[src/rtl/mac_stop_engine.sv]
// Matrix multiply engine C = A x B reading A/B elements from an external
// memory with same-cycle read data and writing each C element once.
// The run walks C in row-major order: K multiply-accumulate cycles per element
// followed by one write cycle, then a single-cycle done pulse.
// A stop while busy abandons the run, suppresses any write in that cycle and
// pulses aborted in the following cycle.
//
// Handshake: start is sampled only in IDLE and is accepted when stop is low;
// the run then owns the memory ports until done or aborted is pulsed. Read
// enables are high in every MAC cycle, and data_in_a/data_in_b must be valid
// in that same cycle. matrix_c_we is high for exactly one cycle per C element,
// with the address and data_out_c valid in that cycle.
module mac_stop_engine #(
    parameter int M                        = 4,
    parameter int K                        = 4,
    parameter int N                        = 4,
    parameter int DATA_WIDTH_INIT_MATRIX   = 32,
    parameter int DATA_WIDTH_RESULT_MATRIX = 2 * DATA_WIDTH_INIT_MATRIX + $clog2(K)
) (
    input  logic                                clk,
    input  logic                                resetn,
    input  logic                                start,
    input  logic                                stop,
    output logic                                busy,
    output logic                                done,
    output logic                                aborted,
    output logic [$clog2(M)-1:0]                row_addr_a,
    output logic [$clog2(K)-1:0]                col_addr_a,
    output logic [$clog2(K)-1:0]                row_addr_b,
    output logic [$clog2(N)-1:0]                col_addr_b,
    output logic [$clog2(M)-1:0]                row_addr_c,
    output logic [$clog2(N)-1:0]                col_addr_c,
    output logic                                matrix_a_re,
    output logic                                matrix_b_re,
    output logic                                matrix_c_we,
    input  logic [DATA_WIDTH_INIT_MATRIX-1:0]   data_in_a,
    input  logic [DATA_WIDTH_INIT_MATRIX-1:0]   data_in_b,
    output logic [DATA_WIDTH_RESULT_MATRIX-1:0] data_out_c
);

    localparam int DW = DATA_WIDTH_INIT_MATRIX;
    localparam int RW = DATA_WIDTH_RESULT_MATRIX;
    localparam int AM = $clog2(M);
    localparam int AK = $clog2(K);
    localparam int AN = $clog2(N);

    typedef enum logic [1:0] {
        S_IDLE  = 2'd0,
        S_MAC   = 2'd1,
        S_WRITE = 2'd2,
        S_DONE  = 2'd3
    } state_t;

    state_t         state;
    state_t         state_next;
    logic [AM-1:0]  i_q;
    logic [AN-1:0]  j_q;
    logic [AK-1:0]  k_q;
    logic [RW-1:0]  acc_q;
    logic           aborted_q;

    logic           last_i;
    logic           last_j;
    logic           last_k;
    logic           abort_req;
    logic [2*DW-1:0] product;

    assign last_i    = (i_q == AM'(M - 1));
    assign last_j    = (j_q == AN'(N - 1));
    assign last_k    = (k_q == AK'(K - 1));
    assign abort_req = stop && ((state == S_MAC) || (state == S_WRITE));
    // Full-width unsigned product; it is zero-extended into the accumulator.
    assign product   = data_in_a * data_in_b;
    assign aborted   = aborted_q;

    // State register.
    always_ff @(posedge clk or negedge resetn) begin
        if (!resetn) begin
            state <= S_IDLE;
        end else begin
            state <= state_next;
        end
    end

    // Next-state decode and memory-side outputs.
    always_comb begin
        state_next  = state;
        busy        = 1'b0;
        done        = 1'b0;
        matrix_a_re = 1'b0;
        matrix_b_re = 1'b0;
        matrix_c_we = 1'b0;
        row_addr_a  = '0;
        col_addr_a  = '0;
        row_addr_b  = '0;
        col_addr_b  = '0;
        row_addr_c  = '0;
        col_addr_c  = '0;
        data_out_c  = '0;
        case (state)
            S_IDLE: begin
                // stop outranks start so a simultaneous request never launches.
                if (start && !stop) state_next = S_MAC;
            end
            S_MAC: begin
                busy        = 1'b1;
                matrix_a_re = 1'b1;
                matrix_b_re = 1'b1;
                row_addr_a  = i_q;
                col_addr_a  = k_q;
                row_addr_b  = k_q;
                col_addr_b  = j_q;
                if (stop)        state_next = S_IDLE;
                else if (last_k) state_next = S_WRITE;
            end
            S_WRITE: begin
                busy        = 1'b1;
                // A stop in the write cycle must not commit a partial result.
                matrix_c_we = !stop;
                row_addr_c  = i_q;
                col_addr_c  = j_q;
                data_out_c  = acc_q;
                if (stop)                 state_next = S_IDLE;
                else if (last_i && last_j) state_next = S_DONE;
                else                      state_next = S_MAC;
            end
            S_DONE: begin
                done       = 1'b1;
                state_next = S_IDLE;
            end
            default: state_next = S_IDLE;
        endcase
    end

    // Element counters, accumulator and the delayed abort pulse.
    always_ff @(posedge clk or negedge resetn) begin
        if (!resetn) begin
            i_q       <= '0;
            j_q       <= '0;
            k_q       <= '0;
            acc_q     <= '0;
            aborted_q <= 1'b0;
        end else begin
            aborted_q <= abort_req;
            case (state)
                S_MAC: begin
                    if (stop) begin
                        i_q   <= '0;
                        j_q   <= '0;
                        k_q   <= '0;
                        acc_q <= '0;
                    end else begin
                        acc_q <= acc_q + RW'(product);
                        k_q   <= last_k ? '0 : k_q + AK'(1);
                    end
                end
                S_WRITE: begin
                    acc_q <= '0;
                    k_q   <= '0;
                    if (stop) begin
                        i_q <= '0;
                        j_q <= '0;
                    end else if (last_j) begin
                        j_q <= '0;
                        i_q <= last_i ? '0 : i_q + AM'(1);
                    end else begin
                        j_q <= j_q + AN'(1);
                    end
                end
                default: begin
                    i_q   <= '0;
                    j_q   <= '0;
                    k_q   <= '0;
                    acc_q <= '0;
                end
            endcase
        end
    end

endmodule
[config.mk]
export PLATFORM = sky130hd
export DESIGN_NAME = mac_stop_engine
export DESIGN_NICKNAME = d
export VERILOG_FILES = /design/src/rtl/mac_stop_engine.sv
export SDC_FILE = /design/constraint.sdc
export NUM_CORES = 2
export LEC_CHECK = 0
export ABC_CLOCK_PERIOD_IN_PS = 11200
export CORE_MARGIN = 8
export CORE_UTILIZATION = 65
export CTS_CLUSTER_DIAMETER = 30
export DETAILED_ROUTE_END_ITERATION = 6
export PLACE_DENSITY = 0.84
export SLEW_MARGIN = 5
export SYNTH_ARGS = -nofsm -noshare
export SYNTH_HDL_FRONTEND = slang
export SYNTH_SLANG_ARGS = --single-unit
[constraint.sdc]
create_clock -name clk -period 11.2 [get_ports clk]
set_input_delay 1.12 -clock clk [delete_from_list [all_inputs] [get_ports clk]]
set_output_delay 1.12 -clock clk [all_outputs]
set_load 0.01 [all_outputs]
==> results.py <==
metrics = {
    "setup_path": {
        "worst_ep_arrival_time_ns": 9.66,
        "crit_path_end_kind": "flip-flop",
        "cp_slowest_stage_delay_ns": 1.00,
        "critPathMaxFanout": 20,
        "path_buf_inv": 8,
        "crit_required_ns": 11.41,
        "path_common_cell": "fa_1",
        "critPathKind": "input port to flip-flop",
        "crit_slowest_cell": "clkdlybuf4s50_1",
        "critical-path-top-delay-family": "adder cells",
        "start_kind": "input port",
    },
    "yosys": {
        "synth_nets": 5561,
        "avgSynthCellArea_um2": 8.92,
        "synth-seq-area-share_pct": 4.93,
        "yosys-top-cells-count": "inv_1 (1099), fa_1 (962), nand2_1 (627)",
        "async_flop_share_pct": 100,
        "ys_seq_elements": 75,
        "synthMostInstantiatedCell": "inv_1",
        "synthCells": 4270,
        "synth_flop_cell": "dfrtp_1",
        "yosysTopAreaCell": "fa_1",
        "syn_area_um2": 38100,
        "synthTopCellsByArea": "fa_1 (51%), inv_1 (11%), and2_1 (9.0%)",
        "synth_edf_count": 0,
        "synth_top_cell_area_share_pct": 50.5,
        "yosysWarnings": 0,
        "yosysUniqueCellTypes": 59,
    },
    "drt": {
        "wirelength_mm": 100,
        "first_pass_iters": 5,
        "post_drt_wl_per_cell_um": 19.9,
        "drc": 0,
        "drt-initial-drc-count": 2321,
        "vias": 28500,
        "vias_per_cell": 5.66,
        "ant_nets": 0,
    },
    "timing": {
        "tns_ns": 0,
        "timing.final.hold_violations": 0,
        "timing.final.crit_share_pct": 84.4,
        "hold_ws_ns": 0.476,
        "rsz0062_at_grt": "false",
        "worst_pin_slew_ns": 1.39,
        "slew_headroom_pct": 7.06,
        "finalWorstSetupSlack_ns": 1.75,
        "finalClockSkew_ns": 0.0141,
        "max_freq_mhz": 106,
        "slew_violations": 0,
        "final-setup-viol-count": 0,
        "final.min_clock_period_ns": 9.45,
    },
    "finish": {
        "drive_gt1_share_pct": 2.50,
        "fin_nets": 5561,
        "syn2layout_area_growth_pct": 6.26,
        "final_util_pct": 70.0,
    },
    "clock_network": {
        "cts_resized": 0,
        "clockBufferDepth": 2,
        "postCtsHoldBufs": 0,
        "cts_buffers": 9,
        "cts-htree-levels": 3,
        "cts_tree": "built",
        "clkLatencyLatePin_ns": 0.35,
        "clock-sinks": 75,
        "cts.clk_slew.worst_paths_ns": 0.07,
        "post_cts_buffers": 0,
        "clockRootBuffer": "clkbuf_16",
    },
    "die": {
        "die_h_um": 258,
        "core_um2": 57800,
        "dieWidth_um": 258,
        "initial_core_util_pct": 65.9,
        "row_count": 88,
        "pin_count": 152,
        "die-area_um2": 66600,
    },
    "grt": {
        "antenna_found_initial": 8,
        "gr-total-overflow": 0,
        "grt.total_usage_pct": 31.3,
        "grt_max_degree": 74,
        "grt_pass1_wl_mm": 165,
        "grt_pass1_vias": 31300,
    },
    "outcome": {
        "outcome": "finished, final reports clean",
    },
    "placement": {
        "portBuffers": 151,
        "hpwl_mm": 84.9,
        "place_congestion": 0.982,
        "pre_cts_ws_ns": 1.57,
    },
    "hold_path": {
        "hold_path_class": "flip-flop to flip-flop",
    },
    "run": {
        "maxCapViolCount": 0,
    },
}
[cells in the final DEF (no fill, tap or decap), types with 6 or more instances in the layout]
cell type / netlist / final
buf_2: 4 / 6
nor2_1: 76 / 76
dfrtp_1: 75 / 75
a21o_1: 29 / 29
o31ai_1: 6 / 6
clkdlybuf4s50_1: 0 / 144
nand2_1: 627 / 627
nand3_1: 12 / 12
nor2b_1: 6 / 6
nand4_1: 17 / 17
nor3_1: 26 / 26
xnor2_1: 22 / 22
xor2_1: 23 / 23
o21bai_1: 12 / 12
ha_1: 261 / 260
o211ai_1: 6 / 6
nand2b_1: 7 / 6
o21a_1: 10 / 10
a31oi_1: 6 / 6
a21oi_1: 82 / 82
clkbuf_16: 0 / 9
buf_4: 3 / 71
and3_1: 8 / 8
inv_1: 1099 / 1099
a21boi_0: 8 / 8
fa_1: 962 / 962
o21ai_0: 38 / 38
a211oi_1: 9 / 9
and2_1: 550 / 550
[worst paths after layout]
kind	startpoint	endpoint	slack (ns)	cells past startpoint
max	data_in_b[5]	acc_q[33]	1.75	25
min	k_q[0]	k_q[0]	0.48	1
max reg2reg	acc_q[18]	acc_q[33]	3.69	24
min reg2reg	k_q[0]	k_q[0]	0.48	1
max in group asynchronous	resetn	acc_q[25]	9.46	2
min in group asynchronous	resetn	acc_q[53]	0.69	1
[per-layer routing]
metal  share of wire [%]  vias up  global-route usage (%)
li1                    -    12200                       -
met1                  39    14500                    42.5
met2                  46     1559                    49.3
met3                  11      274                    8.01
met4                 3.7        4                    10.2
met5               0.034        -                       0
[final cells by class]
type                       count  area [um^2]
antenna                        5         12.5
timing repair buffer         221         2000
clock inverter                 6         71.3
inverter                    1099         4130
fill                        4332        17300
clock buffer                  10          229
multi-input combinational   2864        31200
sequential                    75         1880
tap                          765          957
[state kept, by name, summed over array words and instances, names as in the netlist]
name     flops
i_q          2
aborted      1
acc_q       66
j_q          2
k_q          2
state        2
[cells by family (layout without fill, tap and decap cells)]
kind of cell	after synthesis	after routing	share of synthesized area, %
buf+inv	1331	1336	13.2
flops	75	75	4.93
xor+xnor	45	45	1.03
other cells	0	5	0
compound gates	238	238	4.07
fa+ha+maj	1223	1223	59.1
mux	4	4	0.105
simple gates	1354	1354	17.6
[worst reg2reg max path: cells and delay by family, from the launching register on]
family,cells,cell delay [ns]
compound gates,2,0.66
simple gates,4,1.16
xor+xnor,1,0.19
flops,1,0.36
buf+inv,8,0.47
fa+ha+maj,9,4.56
[metrics by stage]
stage | cell area (um^2) | std cells
after global placement | 40200 | 5024
after CTS | 40500 | 5040
final | 40500 | 5045
after floorplan | 38100 | 4270
after global routing | 40500 | 5042
after detailed placement | 40200 | 5024
Power is left out: the tool's default activity adds up to more than one toggle a clock period on the data nets, which glitch-free logic cannot reach.
